$ cat src/rtl/slink_serdes_bringup_ctrl.sv
// Serial-link SerDes bring-up sequencer: clock request, lane enable, timed lane
// reset, receiver alignment, link up / clock idle, with a sticky wait timeout.
module slink_serdes_bringup_ctrl #(
   parameter int NUM_LANES   = 4,
   parameter int TIMEOUT_CYC = 1024,
   parameter int RESET_HOLD  = 8
) (
   input  logic                 clk,
   input  logic                 reset_n,
   input  logic                 en,
   input  logic                 idle_req,
   input  logic [NUM_LANES-1:0] active_lanes,
   output logic                 phy_clk_enable,
   output logic                 phy_clk_idle,
   input  logic                 phy_clk_ready,
   output logic [NUM_LANES-1:0] phy_tx_enable,
   output logic [NUM_LANES-1:0] phy_tx_reset,
   output logic [NUM_LANES-1:0] phy_rx_enable,
   output logic [NUM_LANES-1:0] phy_rx_reset,
   output logic [NUM_LANES-1:0] phy_rx_align,
   input  logic [NUM_LANES-1:0] phy_tx_ready,
   input  logic [NUM_LANES-1:0] phy_rx_ready,
   input  logic [NUM_LANES-1:0] phy_rx_locked,
   output logic                 link_up,
   output logic                 timeout_err,
   output logic [2:0]           state
);

   localparam int CW = $clog2(TIMEOUT_CYC + 1);
   localparam int HW = (RESET_HOLD > 1) ? $clog2(RESET_HOLD) : 1;
   localparam int SW = 3 * NUM_LANES + 1;

   typedef enum logic [2:0] {
      ST_OFF      = 3'd0,
      ST_CLK_WAIT = 3'd1,
      ST_LANE_EN  = 3'd2,
      ST_LANE_RST = 3'd3,
      ST_ALIGN    = 3'd4,
      ST_UP       = 3'd5,
      ST_IDLE     = 3'd6,
      ST_ERR      = 3'd7
   } state_t;

   state_t               state_q, state_d;
   logic [NUM_LANES-1:0] m_q, m_d;
   logic [CW-1:0]        wait_cnt_q, wait_cnt_d;
   logic [HW-1:0]        hold_cnt_q, hold_cnt_d;
   logic                 timeout_err_q, timeout_err_d;
   logic [SW-1:0]        sync_meta_q, sync_meta_d, sync_q, sync_d;

   logic                 clk_en_q, clk_en_d, clk_idle_q, clk_idle_d, link_up_q, link_up_d;
   logic [NUM_LANES-1:0] tx_en_q, tx_en_d, rx_en_q, rx_en_d;
   logic [NUM_LANES-1:0] tx_rst_q, tx_rst_d, rx_rst_q, rx_rst_d, align_q, align_d;

   logic                 clk_ready_s;
   logic [NUM_LANES-1:0] tx_ready_s, rx_ready_s, rx_locked_s, lanes_ready_s;
   logic [CW-1:0]        wait_inc_s;
   logic                 wait_state_s;

   assign clk_ready_s   = sync_q[SW-1];
   assign tx_ready_s    = sync_q[3*NUM_LANES-1:2*NUM_LANES];
   assign rx_ready_s    = sync_q[2*NUM_LANES-1:NUM_LANES];
   assign rx_locked_s   = sync_q[NUM_LANES-1:0];
   assign lanes_ready_s = tx_ready_s & rx_ready_s;
   assign wait_inc_s    = wait_cnt_q + CW'(1);
   assign wait_state_s  = (state_q == ST_CLK_WAIT) || (state_q == ST_LANE_EN) ||
                          (state_q == ST_ALIGN);

   // Next-state, counter, synchronizer and registered-output decode
   always_comb begin
      state_d       = state_q;
      m_d           = m_q;
      wait_cnt_d    = '0;
      hold_cnt_d    = '0;
      sync_meta_d   = {phy_clk_ready, phy_tx_ready, phy_rx_ready, phy_rx_locked};
      sync_d        = sync_meta_q;

      case (state_q)
         ST_OFF: begin
            if (en && (active_lanes != '0)) begin
               state_d = ST_CLK_WAIT;
               m_d     = active_lanes;
            end else begin
               state_d = ST_OFF;
            end
         end
         ST_CLK_WAIT: begin
            if (clk_ready_s) state_d = ST_LANE_EN;
            else             state_d = ST_CLK_WAIT;
         end
         ST_LANE_EN: begin
            if ((lanes_ready_s & m_q) == m_q) state_d = ST_LANE_RST;
            else                              state_d = ST_LANE_EN;
         end
         ST_LANE_RST: begin
            if (hold_cnt_q == HW'(RESET_HOLD - 1)) begin
               state_d = ST_ALIGN;
            end else begin
               state_d    = ST_LANE_RST;
               hold_cnt_d = hold_cnt_q + HW'(1);
            end
         end
         ST_ALIGN: begin
            if ((rx_locked_s & m_q) == m_q) state_d = ST_UP;
            else                            state_d = ST_ALIGN;
         end
         ST_UP: begin
            if ((rx_locked_s & m_q) != m_q) state_d = ST_ALIGN;
            else if (idle_req)              state_d = ST_IDLE;
            else                            state_d = ST_UP;
         end
         ST_IDLE: begin
            if (!idle_req) state_d = ST_ALIGN;
            else           state_d = ST_IDLE;
         end
         ST_ERR:  state_d = ST_ERR;
         default: state_d = ST_OFF;
      endcase

      // Timeout outranks the normal move; the counter restarts on any state change
      if (wait_state_s) begin
         if (wait_inc_s == CW'(TIMEOUT_CYC)) begin
            state_d    = ST_ERR;
            wait_cnt_d = '0;
         end else if (state_d == state_q) begin
            wait_cnt_d = wait_inc_s;
         end else begin
            wait_cnt_d = '0;
         end
      end else begin
         wait_cnt_d = '0;
      end

      if (!en) begin
         state_d    = ST_OFF;
         wait_cnt_d = '0;
         hold_cnt_d = '0;
      end else begin
         state_d = state_d;
      end

      if (state_d == ST_OFF)      timeout_err_d = 1'b0;
      else if (state_d == ST_ERR) timeout_err_d = 1'b1;
      else                        timeout_err_d = timeout_err_q;

      clk_en_d   = 1'b0;
      clk_idle_d = 1'b0;
      link_up_d  = 1'b0;
      tx_en_d    = '0;
      rx_en_d    = '0;
      tx_rst_d   = '1;
      rx_rst_d   = '1;
      align_d    = '0;
      case (state_d)
         ST_CLK_WAIT: clk_en_d = 1'b1;
         ST_LANE_EN, ST_LANE_RST: begin
            clk_en_d = 1'b1;
            tx_en_d  = m_d;
            rx_en_d  = m_d;
         end
         ST_ALIGN, ST_UP, ST_IDLE: begin
            clk_en_d   = 1'b1;
            tx_en_d    = m_d;
            rx_en_d    = m_d;
            tx_rst_d   = ~m_d;
            rx_rst_d   = ~m_d;
            align_d    = (state_d == ST_ALIGN) ? m_d : '0;
            link_up_d  = (state_d == ST_UP);
            clk_idle_d = (state_d == ST_IDLE);
         end
         default: clk_en_d = 1'b0;
      endcase
   end

   // State, counters, synchronizers and output registers
   always_ff @(posedge clk or negedge reset_n) begin
      if (!reset_n) begin
         state_q       <= ST_OFF;
         m_q           <= '0;
         wait_cnt_q    <= '0;
         hold_cnt_q    <= '0;
         timeout_err_q <= 1'b0;
         sync_meta_q   <= '0;
         sync_q        <= '0;
         clk_en_q      <= 1'b0;
         clk_idle_q    <= 1'b0;
         link_up_q     <= 1'b0;
         tx_en_q       <= '0;
         rx_en_q       <= '0;
         tx_rst_q      <= '1;
         rx_rst_q      <= '1;
         align_q       <= '0;
      end else begin
         state_q       <= state_d;
         m_q           <= m_d;
         wait_cnt_q    <= wait_cnt_d;
         hold_cnt_q    <= hold_cnt_d;
         timeout_err_q <= timeout_err_d;
         sync_meta_q   <= sync_meta_d;
         sync_q        <= sync_d;
         clk_en_q      <= clk_en_d;
         clk_idle_q    <= clk_idle_d;
         link_up_q     <= link_up_d;
         tx_en_q       <= tx_en_d;
         rx_en_q       <= rx_en_d;
         tx_rst_q      <= tx_rst_d;
         rx_rst_q      <= rx_rst_d;
         align_q       <= align_d;
      end
   end

   assign state          = state_q;
   assign timeout_err    = timeout_err_q;
   assign link_up        = link_up_q;
   assign phy_clk_enable = clk_en_q;
   assign phy_clk_idle   = clk_idle_q;
   assign phy_tx_enable  = tx_en_q;
   assign phy_rx_enable  = rx_en_q;
   assign phy_tx_reset   = tx_rst_q;
   assign phy_rx_reset   = rx_rst_q;
   assign phy_rx_align   = align_q;

endmodule

$ cat config.mk
export PLATFORM = sky130hd
export DESIGN_NAME = slink_serdes_bringup_ctrl
export DESIGN_NICKNAME = d
export VERILOG_FILES = /design/src/rtl/slink_serdes_bringup_ctrl.sv
export SDC_FILE = /design/constraint.sdc
export NUM_CORES = 1
export LEC_CHECK = 0
export CORE_MARGIN = 3
export CORE_UTILIZATION = 42
export CTS_BUF_LIST = sky130_fd_sc_hd__clkbuf_4 sky130_fd_sc_hd__clkbuf_8
export CTS_CLUSTER_DIAMETER = 30
export DETAILED_ROUTE_END_ITERATION = 6
export DONT_BUFFER_PORTS = 1
export GPL_ROUTABILITY_DRIVEN = 0
export SYNTH_ARGS = -nofsm -noshare
export SYNTH_HDL_FRONTEND = slang
export SYNTH_SLANG_ARGS = --single-unit
export TNS_END_PERCENT = 5
$ cat constraint.sdc
create_clock -name clk -period 2.25 [get_ports clk]
set_input_delay 0.45 -clock clk [delete_from_list [all_inputs] [get_ports clk]]
set_output_delay 0.45 -clock clk [all_outputs]
set_load 0.01 [all_outputs]
==> flow_metrics.py <==
metrics = {
    "sta": {
        "finalWorstPathRequiredPeriod_ps": 2070,
        "timing.max_slew.rel_slack": 0.717,
        "tightest_slew_ps": 419,
        "max_freq_ghz": 0.483,
        "fin_crit_sh": 0.920,
        "hold_viol_final": 0,
        "fin_setup_tns_ps": 0,
        "setup_viol": 0,
        "report.final.slew_viol_count": 0,
        "skew_ps": 11.6,
        "rsz_0062_raised_after_global_routing": "false",
    },
    "global_routing": {
        "grtUsageTotal": 0.141,
        "grt_antenna_before_repair": 0,
        "global_route.overflow_total": 0,
        "pin_count_of_the_biggest_net_entering_global_routing": 64,
        "grt_first_pass_wirelength_um": 7710,
        "first_global_vias": 1542,
    },
    "synth": {
        "synth_async_sr_flop_share": 1.00,
        "synth-edff-count": 0,
        "netlist_area_um2": 2650,
        "synthCells": 213,
        "synth-seq-cells": 63,
        "yosysTopAreaCellShare": 0.557,
        "synth_flop_cell": "sky130_fd_sc_hd__dfrtp_1",
        "ys_seq_area_frac": 0.597,
        "syn_warnings": 0,
        "mappedNetlistNets": 237,
        "synth.top_cells.by_area": "sky130_fd_sc_hd__dfrtp_1 (56%), sky130_fd_sc_hd__dfstp_2 (4.0%), sky130_fd_sc_hd__nor2_2 (2.6%)",
        "yosysTopAreaCell": "sky130_fd_sc_hd__dfrtp_1",
        "synth.distinct_cells": 51,
        "synth.avg_cell_area_um2": 12.4,
    },
    "clocking": {
        "postCtsSetupRepairBufs": 0,
        "cts.sinks": 63,
        "cts_tree": "done",
        "cts_root_buf": "sky130_fd_sc_hd__clkbuf_8",
        "htreeDepth": 3,
        "numCtsBuffers": 9,
        "post_cts_clock_slew_at_the_launch_and_capture_registers_of_the_worst_setup_and_hold_paths_ps": 80,
        "cts-root-to-sink-buffers": 2,
        "clkLatencyLatePin_ps": 340,
    },
    "final_layout": {
        "area_growth_syn_to_fin_pct": 9.64,
        "instances_no_fill": 298,
        "antenna_diode_count": 0,
        "fin_nets": 242,
        "final_layout_size_suffix_gt1_frac": 0.229,
    },
    "power": {
        "cellPowerDensity_nw_per_um2": 830,
        "pwr-share-clk": 0.361,
        "p_leak_nw": 1.26,
        "sw_frac": 0.292,
        "irDropWorstVdd_mv": 0.473,
        "power_frac_comb": 0.114,
        "seq_pwr_share": 0.525,
        "p_switching_uw": 704,
        "cell_internal_pwr_mw": 1.71,
    },
    "placement": {
        "port-buffer-count": 0,
        "placed_cells": 280,
        "dpl.hpwl_um": 3160,
    },
    "floorplan": {
        "die_width_um": 85.4,
        "die_height_um": 85.4,
        "floorplan.die_area_um2": 7300,
        "fp.coreArea_um2": 6030,
        "pin_count": 48,
        "std_cell_rows": 28,
        "start_util": 0.440,
    },
    "route": {
        "wl_per_cell_um": 15.4,
        "postRouteAntennaNets": 0,
        "route.detailed.drc": 0,
        "num_vias": 1551,
        "drt-total-wl_um": 4590,
        "initialDrtViolationCount": 102,
        "detailedRoute.firstPassIterationCount": 4,
        "vias_per_cell": 5.20,
    },
    "min_path": {
        "hold_path_class": "input pin to register",
    },
    "worst_setup_path": {
        "timing_worst_setup_path_type": "register to register",
        "critical_path_required_ps": 2460,
        "setup.worst_path.start_class": "register",
        "critPathArrivalTime_ps": 2280,
        "cp-end-kind": "register",
        "crit_path_max_fanout": 8,
    },
    "job": {
        "cap_violations": 0,
    },
    "run_status": {
        "run_status": "finished clean",
    },
}
worst max-delay path: stages, from the launching register on:
cell and delay (ps):
sky130_fd_sc_hd__dfrtp_1 420, sky130_fd_sc_hd__ha_1 260, sky130_fd_sc_hd__and4_1 260, sky130_fd_sc_hd__nand2_1 110
sky130_fd_sc_hd__nor3_1 330, sky130_fd_sc_hd__o211ai_4 190, sky130_fd_sc_hd__o221ai_4 270, sky130_fd_sc_hd__nor3_1 100
registers in the layout (all words and copies together) (netlist names), 4 cells and up:
register / cells
phy_rx_align: 4
wait_cnt_q: 11
m_q: 4
phy_rx_reset: 4
sync_q: 13
phy_rx_enable: 4
sync_d: 13
cell families after synthesis:
kind of cell	Yosys count	share of synthesized area
buf+inv	20	0.0468
flops	63	0.597
simple gates	81	0.177
xor+xnor	10	0.0331
compound gates	31	0.113
fa+ha+maj	3	0.0142
mux	5	0.0189
per-layer routing:
metal,part of all wire,global-route usage,vias to the layer above
li1,-,-,740
met2,0.45,0.200,43
met5,0,0,-
met4,0.019,0.0878,0
met1,0.48,0.187,761
met3,0.057,0.0466,7
synth_stat cells (5+ instances only):
cell / instances
sky130_fd_sc_hd__and2_1: 5
sky130_fd_sc_hd__buf_4: 8
sky130_fd_sc_hd__dfrtp_1: 59
sky130_fd_sc_hd__inv_1: 6
sky130_fd_sc_hd__mux2i_1: 5
sky130_fd_sc_hd__nand2_1: 15
sky130_fd_sc_hd__nand2b_1: 9
sky130_fd_sc_hd__nand3_1: 6
sky130_fd_sc_hd__nor2_1: 9
sky130_fd_sc_hd__nor2_2: 11
sky130_fd_sc_hd__nor3_1: 6
sky130_fd_sc_hd__xnor2_1: 5
sky130_fd_sc_hd__xor2_1: 5
worst paths after layout:
path / endpoint / slack [ps] / from / depth (start not counted)
worst max-delay path: phy_rx_enable[3] / 180 / wait_cnt_q[0] / 7
worst min-delay path: sync_d[2] / 130 / phy_rx_locked[2] / 0
worst max register to register: phy_rx_enable[3] / 180 / wait_cnt_q[0] / 7
worst min register to register: sync_q[0] / 340 / sync_d[0] / 0
max in group asynchronous: phy_rx_reset[3] / 1330 / reset_n / 2
min in group asynchronous: phy_rx_align[2] / 640 / reset_n / 2
cells in the final DEF (no fill, tap or decap), types with 6 or more instances in the layout:
master                      n
sky130_fd_sc_hd__nand2b_1   9
sky130_fd_sc_hd__nor2_1     9
sky130_fd_sc_hd__nand2_1   15
sky130_fd_sc_hd__nor2_2    11
sky130_fd_sc_hd__dfrtp_1   59
sky130_fd_sc_hd__buf_4      6
sky130_fd_sc_hd__nor3_1     6
sky130_fd_sc_hd__clkbuf_8   9
sky130_fd_sc_hd__inv_1      6
sky130_fd_sc_hd__nand3_1    6
repair_timing:
item                                   in CTS  in global routing
endpoints found under the hold margin      63                  0
hold buffers                                2                  0
gates resized for setup                     0                  0
setup endpoints to repair                   0                  0
power groups by stage:
stage / logic, mW / clock network (mW) / registers [mW]
finish: 0.274 / 0.871 / 1.27
global route: 0.305 / 0.962 / 1.27
CTS: 0.280 / 0.906 / 1.27
detailed placement: 0.249 / 0 / 1.29
global placement: 0.248 / 0 / 1.28
floorplan: 0.213 / 0 / 1.26
final cells by class:
cell class                      count  area (um2)
Clock inverter                      7        56.3
Timing Repair Buffer                8        82.6
Fill cell                         534        3120
Clock buffer                        9         124
Multi-Input combinational cell    130         943
Inverter                            6        22.5
Sequential cell                    63        1580
Tap cell                           75        93.8
through the flow:
step	instance area, um2	setup WS, ps	util	hold slack (ps)	total power, mW
global placement	2690	190	0.446	156	1.53
floorplan	2650	346	-	154	1.47
CTS	2900	168	0.482	115	2.45
finish	2900	181	0.482	134	2.41
detailed placement	2690	203	0.446	156	1.54
global route	2900	25.1	0.482	104	2.54
(Power assumes the default switching activity.)
